===== config.mk =====
export PLATFORM = sky130hd
export DESIGN_NAME = fetch_sequencer_flat
export DESIGN_NICKNAME = d
export VERILOG_FILES = /design/src/rtl/fetch_sequencer_if.sv /design/src/rtl/fetch_sequencer.sv /design/src/flat_wrapper.sv
export SDC_FILE = /design/constraint.sdc
export NUM_CORES = 1
export LEC_CHECK = 0
export ABC_AREA = 0
export CORE_ASPECT_RATIO = 1.2
export CORE_MARGIN = 10
export CORE_UTILIZATION = 45
export DETAILED_ROUTE_END_ITERATION = 8
export GPL_ROUTABILITY_DRIVEN = 1
export PLACE_DENSITY = 0.73
export SYNTH_ARGS = -nofsm -noshare
export SYNTH_HDL_FRONTEND = slang
export SYNTH_SLANG_ARGS = --single-unit

===== constraint.sdc =====
create_clock -name clk -period 3.17 [get_ports clk]
set_clock_uncertainty 0.1 [all_clocks]
set_input_delay 0.317 -clock clk [delete_from_list [all_inputs] [get_ports clk]]
set_output_delay 0.317 -clock clk [all_outputs]
set_load 0.01 [all_outputs]

===== src/rtl/fetch_sequencer_if.sv =====
// Fetch sequencer bus bundle: memory port, decode handshake, redirect, status.
// Latency: wires only, no storage.
// Backpressure: carries dec_ready from decode back to the sequencer.
//
// Signals:
//   start                 one-cycle pulse that begins fetching from IDLE
//   imem_addr/imem_data   instruction memory address out, word back (combinational)
//   dec_valid/dec_ready   queue head handshake toward decode
//   dec_instr/dec_pc      queue head instruction and its PC
//   redirect/redirect_pc  taken-branch redirect from EX
//   halted, fetch_count   status outputs
interface fetch_sequencer_if;
    logic        start;
    logic [15:0] imem_addr;
    logic [15:0] imem_data;
    logic        dec_valid;
    logic        dec_ready;
    logic [15:0] dec_instr;
    logic [15:0] dec_pc;
    logic        redirect;
    logic [15:0] redirect_pc;
    logic        halted;
    logic [15:0] fetch_count;

    // Sequencer side.
    modport master (
        input  start, imem_data, dec_ready, redirect, redirect_pc,
        output imem_addr, dec_valid, dec_instr, dec_pc, halted, fetch_count
    );

    // Environment side: memory, decode, execute.
    modport slave (
        output start, imem_data, dec_ready, redirect, redirect_pc,
        input  imem_addr, dec_valid, dec_instr, dec_pc, halted, fetch_count
    );
endinterface


===== src/rtl/fetch_sequencer.sv =====
// Instruction fetch sequencer: owns the PC, fetches 16-bit words into a 2-entry queue for decode.
// Latency: word at imem_addr in cycle N is at the decode head in cycle N+1 (empty queue); +1 after redirect.
// Backpressure: dec_ready low fills the queue, then PC and imem_addr hold until a pop frees a slot.
//
// Ports:
//   clk    system clock, rising edge
//   rst_n  asynchronous active-low reset
//   sq     fetch_sequencer_if.master (start, imem_*, dec_*, redirect*, halted, fetch_count)
module fetch_sequencer #(
    parameter logic [15:0] RESET_PC = 16'h0000,
    parameter logic [15:0] PC_STEP  = 16'd2,
    parameter int          QDEPTH   = 2
) (
    input  logic               clk,
    input  logic               rst_n,
    fetch_sequencer_if.master  sq
);

    localparam logic [1:0] ST_IDLE   = 2'd0;
    localparam logic [1:0] ST_FETCH  = 2'd1;
    localparam logic [1:0] ST_HALTED = 2'd2;

    localparam logic [1:0] QFULL     = 2'(QDEPTH);
    localparam logic [15:0] HALT_OP  = 16'h0000;

    logic [1:0]  state;
    logic [15:0] pc;
    logic [1:0]  count;
    logic [15:0] fcnt;

    // Entry 0 is always the head so decode sees it with no mux or extra latency.
    logic [15:0] q0_instr, q0_pc;
    logic [15:0] q1_instr, q1_pc;

    logic        pop;
    logic        room;
    logic        push;
    logic        is_halt;
    logic [15:0] redir_pc;

    assign pop      = (count != 2'd0) && sq.dec_ready;
    // A full queue still accepts a push when the head leaves in the same cycle.
    assign room     = (count < QFULL) || pop;
    assign push     = (state == ST_FETCH) && !sq.redirect && room;
    assign is_halt  = (sq.imem_data == HALT_OP);
    // Instructions sit on even addresses only.
    assign redir_pc = {sq.redirect_pc[15:1], 1'b0};

    always_ff @(posedge clk or negedge rst_n) begin
        if (!rst_n) begin
            state    <= ST_IDLE;
            pc       <= RESET_PC;
            count    <= 2'd0;
            fcnt     <= 16'h0000;
            q0_instr <= 16'h0000;
            q0_pc    <= 16'h0000;
            q1_instr <= 16'h0000;
            q1_pc    <= 16'h0000;
        end else if (state == ST_IDLE) begin
            // The queue is already empty here; redirect only retargets the PC.
            if (sq.redirect) begin
                pc <= redir_pc;
            end else if (sq.start) begin
                state <= ST_FETCH;
            end
        end else if (sq.redirect) begin
            // Flush wins over any push or pop in the same cycle.
            count <= 2'd0;
            pc    <= redir_pc;
            state <= ST_FETCH;
        end else begin
            unique case ({push, pop})
                2'b10: begin
                    if (count == 2'd0) begin
                        q0_instr <= sq.imem_data;
                        q0_pc    <= pc;
                    end else begin
                        q1_instr <= sq.imem_data;
                        q1_pc    <= pc;
                    end
                    count <= count + 2'd1;
                end
                2'b01: begin
                    q0_instr <= q1_instr;
                    q0_pc    <= q1_pc;
                    count    <= count - 2'd1;
                end
                2'b11: begin
                    if (count == 2'd1) begin
                        q0_instr <= sq.imem_data;
                        q0_pc    <= pc;
                    end else begin
                        q0_instr <= q1_instr;
                        q0_pc    <= q1_pc;
                        q1_instr <= sq.imem_data;
                        q1_pc    <= pc;
                    end
                end
                default: ;
            endcase

            if (push) begin
                if (fcnt != 16'hFFFF) begin
                    fcnt <= fcnt + 16'd1;
                end
                // HALT is still queued so decode sees it; the PC parks on it.
                if (is_halt) begin
                    state <= ST_HALTED;
                end else begin
                    pc <= pc + PC_STEP;
                end
            end
        end
    end

    assign sq.imem_addr   = pc;
    assign sq.dec_valid   = (count != 2'd0);
    assign sq.dec_instr   = q0_instr;
    assign sq.dec_pc      = q0_pc;
    assign sq.halted      = (state == ST_HALTED);
    assign sq.fetch_count = fcnt;

endmodule


===== src/flat_wrapper.sv =====
// flat-port wrapper written by rule: the top's interface ports become plain ports
module fetch_sequencer_flat 
#(
    parameter logic [15:0] RESET_PC = 16'h0000,
    parameter logic [15:0] PC_STEP  = 16'd2,
    parameter int          QDEPTH   = 2
)
  (clk, rst_n, sq_start, sq_imem_data, sq_dec_ready, sq_redirect, sq_redirect_pc, sq_imem_addr, sq_dec_valid, sq_dec_instr, sq_dec_pc, sq_halted, sq_fetch_count);
  fetch_sequencer_if sq_i ();
  input  logic clk;
  input  logic rst_n;
  input wire logic [$bits(sq_i.start)-1:0] sq_start;
  input wire logic [$bits(sq_i.imem_data)-1:0] sq_imem_data;
  input wire logic [$bits(sq_i.dec_ready)-1:0] sq_dec_ready;
  input wire logic [$bits(sq_i.redirect)-1:0] sq_redirect;
  input wire logic [$bits(sq_i.redirect_pc)-1:0] sq_redirect_pc;
  output wire logic [$bits(sq_i.imem_addr)-1:0] sq_imem_addr;
  output wire logic [$bits(sq_i.dec_valid)-1:0] sq_dec_valid;
  output wire logic [$bits(sq_i.dec_instr)-1:0] sq_dec_instr;
  output wire logic [$bits(sq_i.dec_pc)-1:0] sq_dec_pc;
  output wire logic [$bits(sq_i.halted)-1:0] sq_halted;
  output wire logic [$bits(sq_i.fetch_count)-1:0] sq_fetch_count;
  assign sq_i.start = sq_start;
  assign sq_i.imem_data = sq_imem_data;
  assign sq_i.dec_ready = sq_dec_ready;
  assign sq_i.redirect = sq_redirect;
  assign sq_i.redirect_pc = sq_redirect_pc;
  assign sq_imem_addr = sq_i.imem_addr;
  assign sq_dec_valid = sq_i.dec_valid;
  assign sq_dec_instr = sq_i.dec_instr;
  assign sq_dec_pc = sq_i.dec_pc;
  assign sq_halted = sq_i.halted;
  assign sq_fetch_count = sq_i.fetch_count;
  fetch_sequencer #(.RESET_PC(RESET_PC), .PC_STEP(PC_STEP), .QDEPTH(QDEPTH)) u_core (.clk(clk), .rst_n(rst_n), .sq(sq_i));
endmodule

Yosys cells after proc, flatten, opt, wreduce, memory -nomap -nowiden --
Index checks and enable logic that the tools add are counted. W data, S select, Z words.
Word-level totals: input port bits 37, output and inout port bits 66, word-level logic and storage cells 75, flip-flop bits (word level) 100
Cells by class: mux-type cells 25, $lt $le $gt $ge 1, add/sub/neg operators 4, equal/unequal tests 14, reduce and logical (&&, ||, !) cells 21, bitwise gates (word level) 2
Operators with widths (count):
- $mux W16 | 13
- $pmux W16 S3 | 2
- $pmux W16 S2 | 2
- $add A16 B1 Y16 const B | 1
- $add A16 B2 Y16 const B | 1
- $logic_not A16 Y1 | 1
- $ne A16 B16 Y1 const B | 1
- $mux W2 | 7
- $ne A2 B2 Y1 const B | 6
- $reduce_and A4 Y1 | 3
- $reduce_bool A3 Y1 | 4
- $eq A2 B1 Y1 const B | 3
- $eq A2 B2 Y1 const B | 3
- $reduce_bool A2 Y1 | 3
- $reduce_and A5 Y1 | 1
- $logic_not A2 Y1 | 2
- $pmux W2 S2 | 1
- $logic_and A1 B1 Y1 | 3
- $reduce_and A3 Y1 | 1
- $add A2 B1 Y2 const B | 1
- $lt A2 B2 Y1 const B | 1
- $ne A2 B1 Y1 const B | 1
- $not A1 Y1 | 2
- $reduce_and A2 Y1 | 1
- other kinds (3) | 3

Depth between registers and ports, before layout --
word-level depth 7, depth in mapped cells 7, gate-level depth less buffers 7

Least setup slack after synthesis --
No wires, ideal clock.
path type reg-to-reg, start point reg u_core.count[1], end point reg u_core.q1_pc[6], stages on the path, launching flop included 8, clock period less this slack 2.208 ns, arrival time 1.980 ns, buffers on the path 1, data required time 2.942 ns, library setup time 0.128 ns, slack 0.962 ns, cells stage by stage dfrtp_1 inv_1 ha_1 nor2b_1 o21ai_2 a211oi_2 buf_4 mux2_1
On the way: word-level cells in the longest chain between the ends 7, elaborated cells on any way between the ends 14, those cells by class order compare: 1; eq/ne: 5; mux: 1; reduce/logical: 7
Ends and longest elaborated chain:
- start, declared | RTL line fetch_sequencer.sv:28 | logic [1:0] count;
- start signal, assigned | RTL line fetch_sequencer.sv:81 | count <= count + 2'd1;
- start signal, assigned | RTL line fetch_sequencer.sv:86 | count <= count - 2'd1;
- parallel branches: the longest is 7 deep, another holds $lt A2 B2 Y1
- end signal, assigned | RTL line fetch_sequencer.sv:79 | q1_pc <= pc;
- end signal, assigned | RTL line fetch_sequencer.sv:96 | q1_pc <= pc;
- end, declared | RTL line fetch_sequencer.sv:33 | logic [15:0] q1_instr, q1_pc;
Several ways; the timed one is not identified. A chain may end at the register's enable or synchronous reset.

Worst setup path after layout --
start point reg u_core.count[1], end point reg u_core.q1_pc[13]
Same word-level chain as after synthesis.

==> results by group <==
Critical path
  • Arr. time, crit path: 2700 ps
  • Critical path endpoint category: flip-flop
  • CP Class: reg -> reg
  • Crit path from: u_core.count[1]
  • Required time worst endpoint: around 3300 ps
  • Crit-path max FO: 31
  • Worst r2r path cells: 7
  • Worst R2R Start: u_core.count[1]
  • R2R Setup Slk: 590 ps
  • Crit start category: flip-flop
  • Reg2reg end: u_core.q1_pc[13]

Global route
  • GRT Overall Usage: 15.7%
  • Vias in the first global route: ~3,700
  • Largest net degree at the start of global routing: between 50 and 60
  • Antenna violations before repair: 0
  • Grt total ovfl: 0
  • First-pass GRT wire length: roughly 19,000 µm

Synthesis
  • Synth cell count leaders: dfrtp_1, nor2_1, a21oi_1, mux2i_1, mux2_1
  • Synth top area share: a little over half
  • Top-count cell post-synth: dfrtp_1
  • Top_reg_cell synth: dfrtp_1
  • Cell taking the most area after synthesis: dfrtp_1
  • Number of synthesized flops with an enable pin: 0
  • Synth Cell Area: ~4600 µm²
  • Syn Area/Cell: around 11 µm²
  • Mapped Cells: between 400 and 500
  • Post-Syn Nets: roughly 460
  • FFs w/ async S/R, synth: 100%
  • Yosys warning count: 0
  • Register bit total from synthesis: 98
  • Post-synthesis cell type count: 57
  • Sequential-to-total area share from yosys stat: 52.8%
  • Synth area leaders: dfrtp_1, mux2_1, mux2i_1

CTS
  • TritonCTS clock tree: built
  • Post-CTS sizing: 0
  • Clock Tree Root: clkbuf_16
  • Max H-tree Level: 3
  • Clock transition at path regs: around 70 ps
  • Total CTS buffers: 9
  • Worst-Skew Late Latency: approximately 350 ps
  • Post-CTS Setup Bufs: 0
  • CTS max path bufs: 2
  • CTS Sinks: 98

Timing
  • Period utilisation layout: about four fifths
  • Least-Margin Pin Slew: ~730 ps
  • Final Hold Fails: 0
  • RSZ-0062 raised after global routing: no
  • WHS: 388 ps
  • Max Slew Vio Count: 0
  • Final setup fails: 0
  • F_max: between 300 and 400 MHz
  • Final Critical Period: 2580 ps
  • Total negative slack: 0 ps
  • Slew headroom: 51.3%

Pwr
  • Post-layout power: between 5 and 6 mW
  • Pleak: about 2.5 nW
  • Worst-case vdd ir drop: around 0.00036 V
  • Power Density: around 840 nW/µm²

Place
  • Buffers on Ports: 100
  • Routability Congestion: a little over 0.8
  • Placed cells: about 630
  • Hpwl dp: ~8300 µm

Worst hold path
  • Worst hold stages: 1
  • Hold path startpoint: u_core.q1_pc[15]
  • Worst Hold End: u_core.q1_pc[15]
  • Worst hold-check path type: reg -> reg

Drt
  • Vias: between 3,000 and 4,000
  • Drt first pass iters: 4
  • DR vias/cell: roughly 5.5
  • Drt first-iter violations: around 180
  • Drc violations: 0
  • ANT nets after route: 0
  • Detail-routed net length per standard cell: 17.6 µm
  • Routed WL: 11,400 µm

Cells and area
  • Layout cells sized above 1: 7.24%
  • Fin cells: 651
  • P&R area growth vs syn: 31.6%
  • Final core utilization: between 60% and 70%
  • ANT cells: 0
  • Final nets: between 500 and 600
  • Filler instances: between 800 and 900

Run
  • Max_cap viols: 0

Floorplanning
  • Die Y: ~130 µm
  • Die width: 113 µm
  • Core area: slightly above 10,000 µm²
  • Io pins: around 100
  • Starting Density: roughly 46%
  • Die area: approximately 15,000 µm²
  • Rows: 40

Run status
  • Status: completed
metrics by stage:
step | area, µm² | worst slack [ps]
after floorplan | 4640 | 962
after global placement | 5810 | 608
after detailed placement | 5810 | 570
after CTS | 6110 | 617
after global routing | 6110 | 461
final | 6110 | 594
power by group:
| part | total, mW | switching [mW] | internal (mW) | leakage [nW] |
|---|---|---|---|---|
| Combinational | 2.02 | 0.951 | 1.07 | 1.16 |
| Sequential | 2.05 | 0.322 | 1.73 | 1.16 |
| Clock | 1.06 | 0.477 | 0.579 | 0.146 |
| Total | 5.13 | 1.75 | 3.38 | 2.47 |
kinds of logic (layout without fill, tap and decap cells):
kind of cell    after synthesis  count (layout)  share of synthesized area [%]
simple gates                120             120                           13.0
flops                        98              98                           52.8
other cells                   1               1                         0.0807
compound gates               91              91                           12.3
buf+inv                      27             131                           2.99
xor+xnor                     16              16                           3.02
mux                          64              64                           14.7
fa+ha+maj                     4               4                           1.08
cell usage in the layout, fill, tap and decap left out, types with 9 or more instances in the layout:
cell type | netlist | final
clkdlybuf4s50_1 | 0 | 99
nand3_1 | 12 | 12
o21ai_0 | 13 | 13
clkbuf_16 | 0 | 9
nand2_1 | 14 | 14
xor2_1 | 9 | 9
nor2_1 | 49 | 49
a21oi_1 | 43 | 42
mux2_1 | 30 | 30
dfrtp_1 | 98 | 98
mux2i_1 | 32 | 32
worst max-delay path, cell delays in order, from the launching register on:
cell and delay (ps):
dfrtp_1 480, inv_1 160, ha_1 290, nor2b_1 300
o21ai_2 210, a211oi_4 290, buf_12 250, mux2_1 350
registers in the layout (all words and copies together), names as in the netlist:
signal                 flops
u_core.sq.fetch_count     16
u_core.q1_instr           16
u_core.sq.imem_addr       15
u_core.count               2
u_core.q1_pc              15
u_core.sq.dec_pc          16
u_core.sq.dec_instr       16
u_core.state               2
worst max path at each step:
stage                              endpoint
detailed placement  u_core.sq.imem_addr[10]
global placement    u_core.sq.imem_addr[10]
CTS                         u_core.q1_pc[8]
finish                     u_core.q1_pc[13]
global route                u_core.q1_pc[8]
floorplan                   u_core.q1_pc[6]
repair_timing:
action,CTS,global route
endpoints found under the setup margin,0,0
hold endpoints to repair,56,0
hold buffers,1,0
per-layer routing:
metal / track usage (%) / wire, µm / vias to the layer above
met4: 6.43 / 210 / 0
li1: - / - / 1726
met2: 26.3 / 5870 / 87
met3: 4.28 / 711 / 15
met5: 0 / 0 / -
met1: 18.4 / 4640 / 1763
layout make-up:
class | instances | area (µm²) | share of cell area (%)
timing repair buffer | 108 | 1100 | 18.0
tap | 126 | 158 | 2.58
inverter | 7 | 26.3 | 0.430
clock buffer | 11 | 253 | 4.14
multi-input combinational | 296 | 2090 | 34.2
sequential | 98 | 2450 | 40.1
clock inverter | 5 | 36.3 | 0.594
Note: power is estimated with default switching activity, not from simulation.
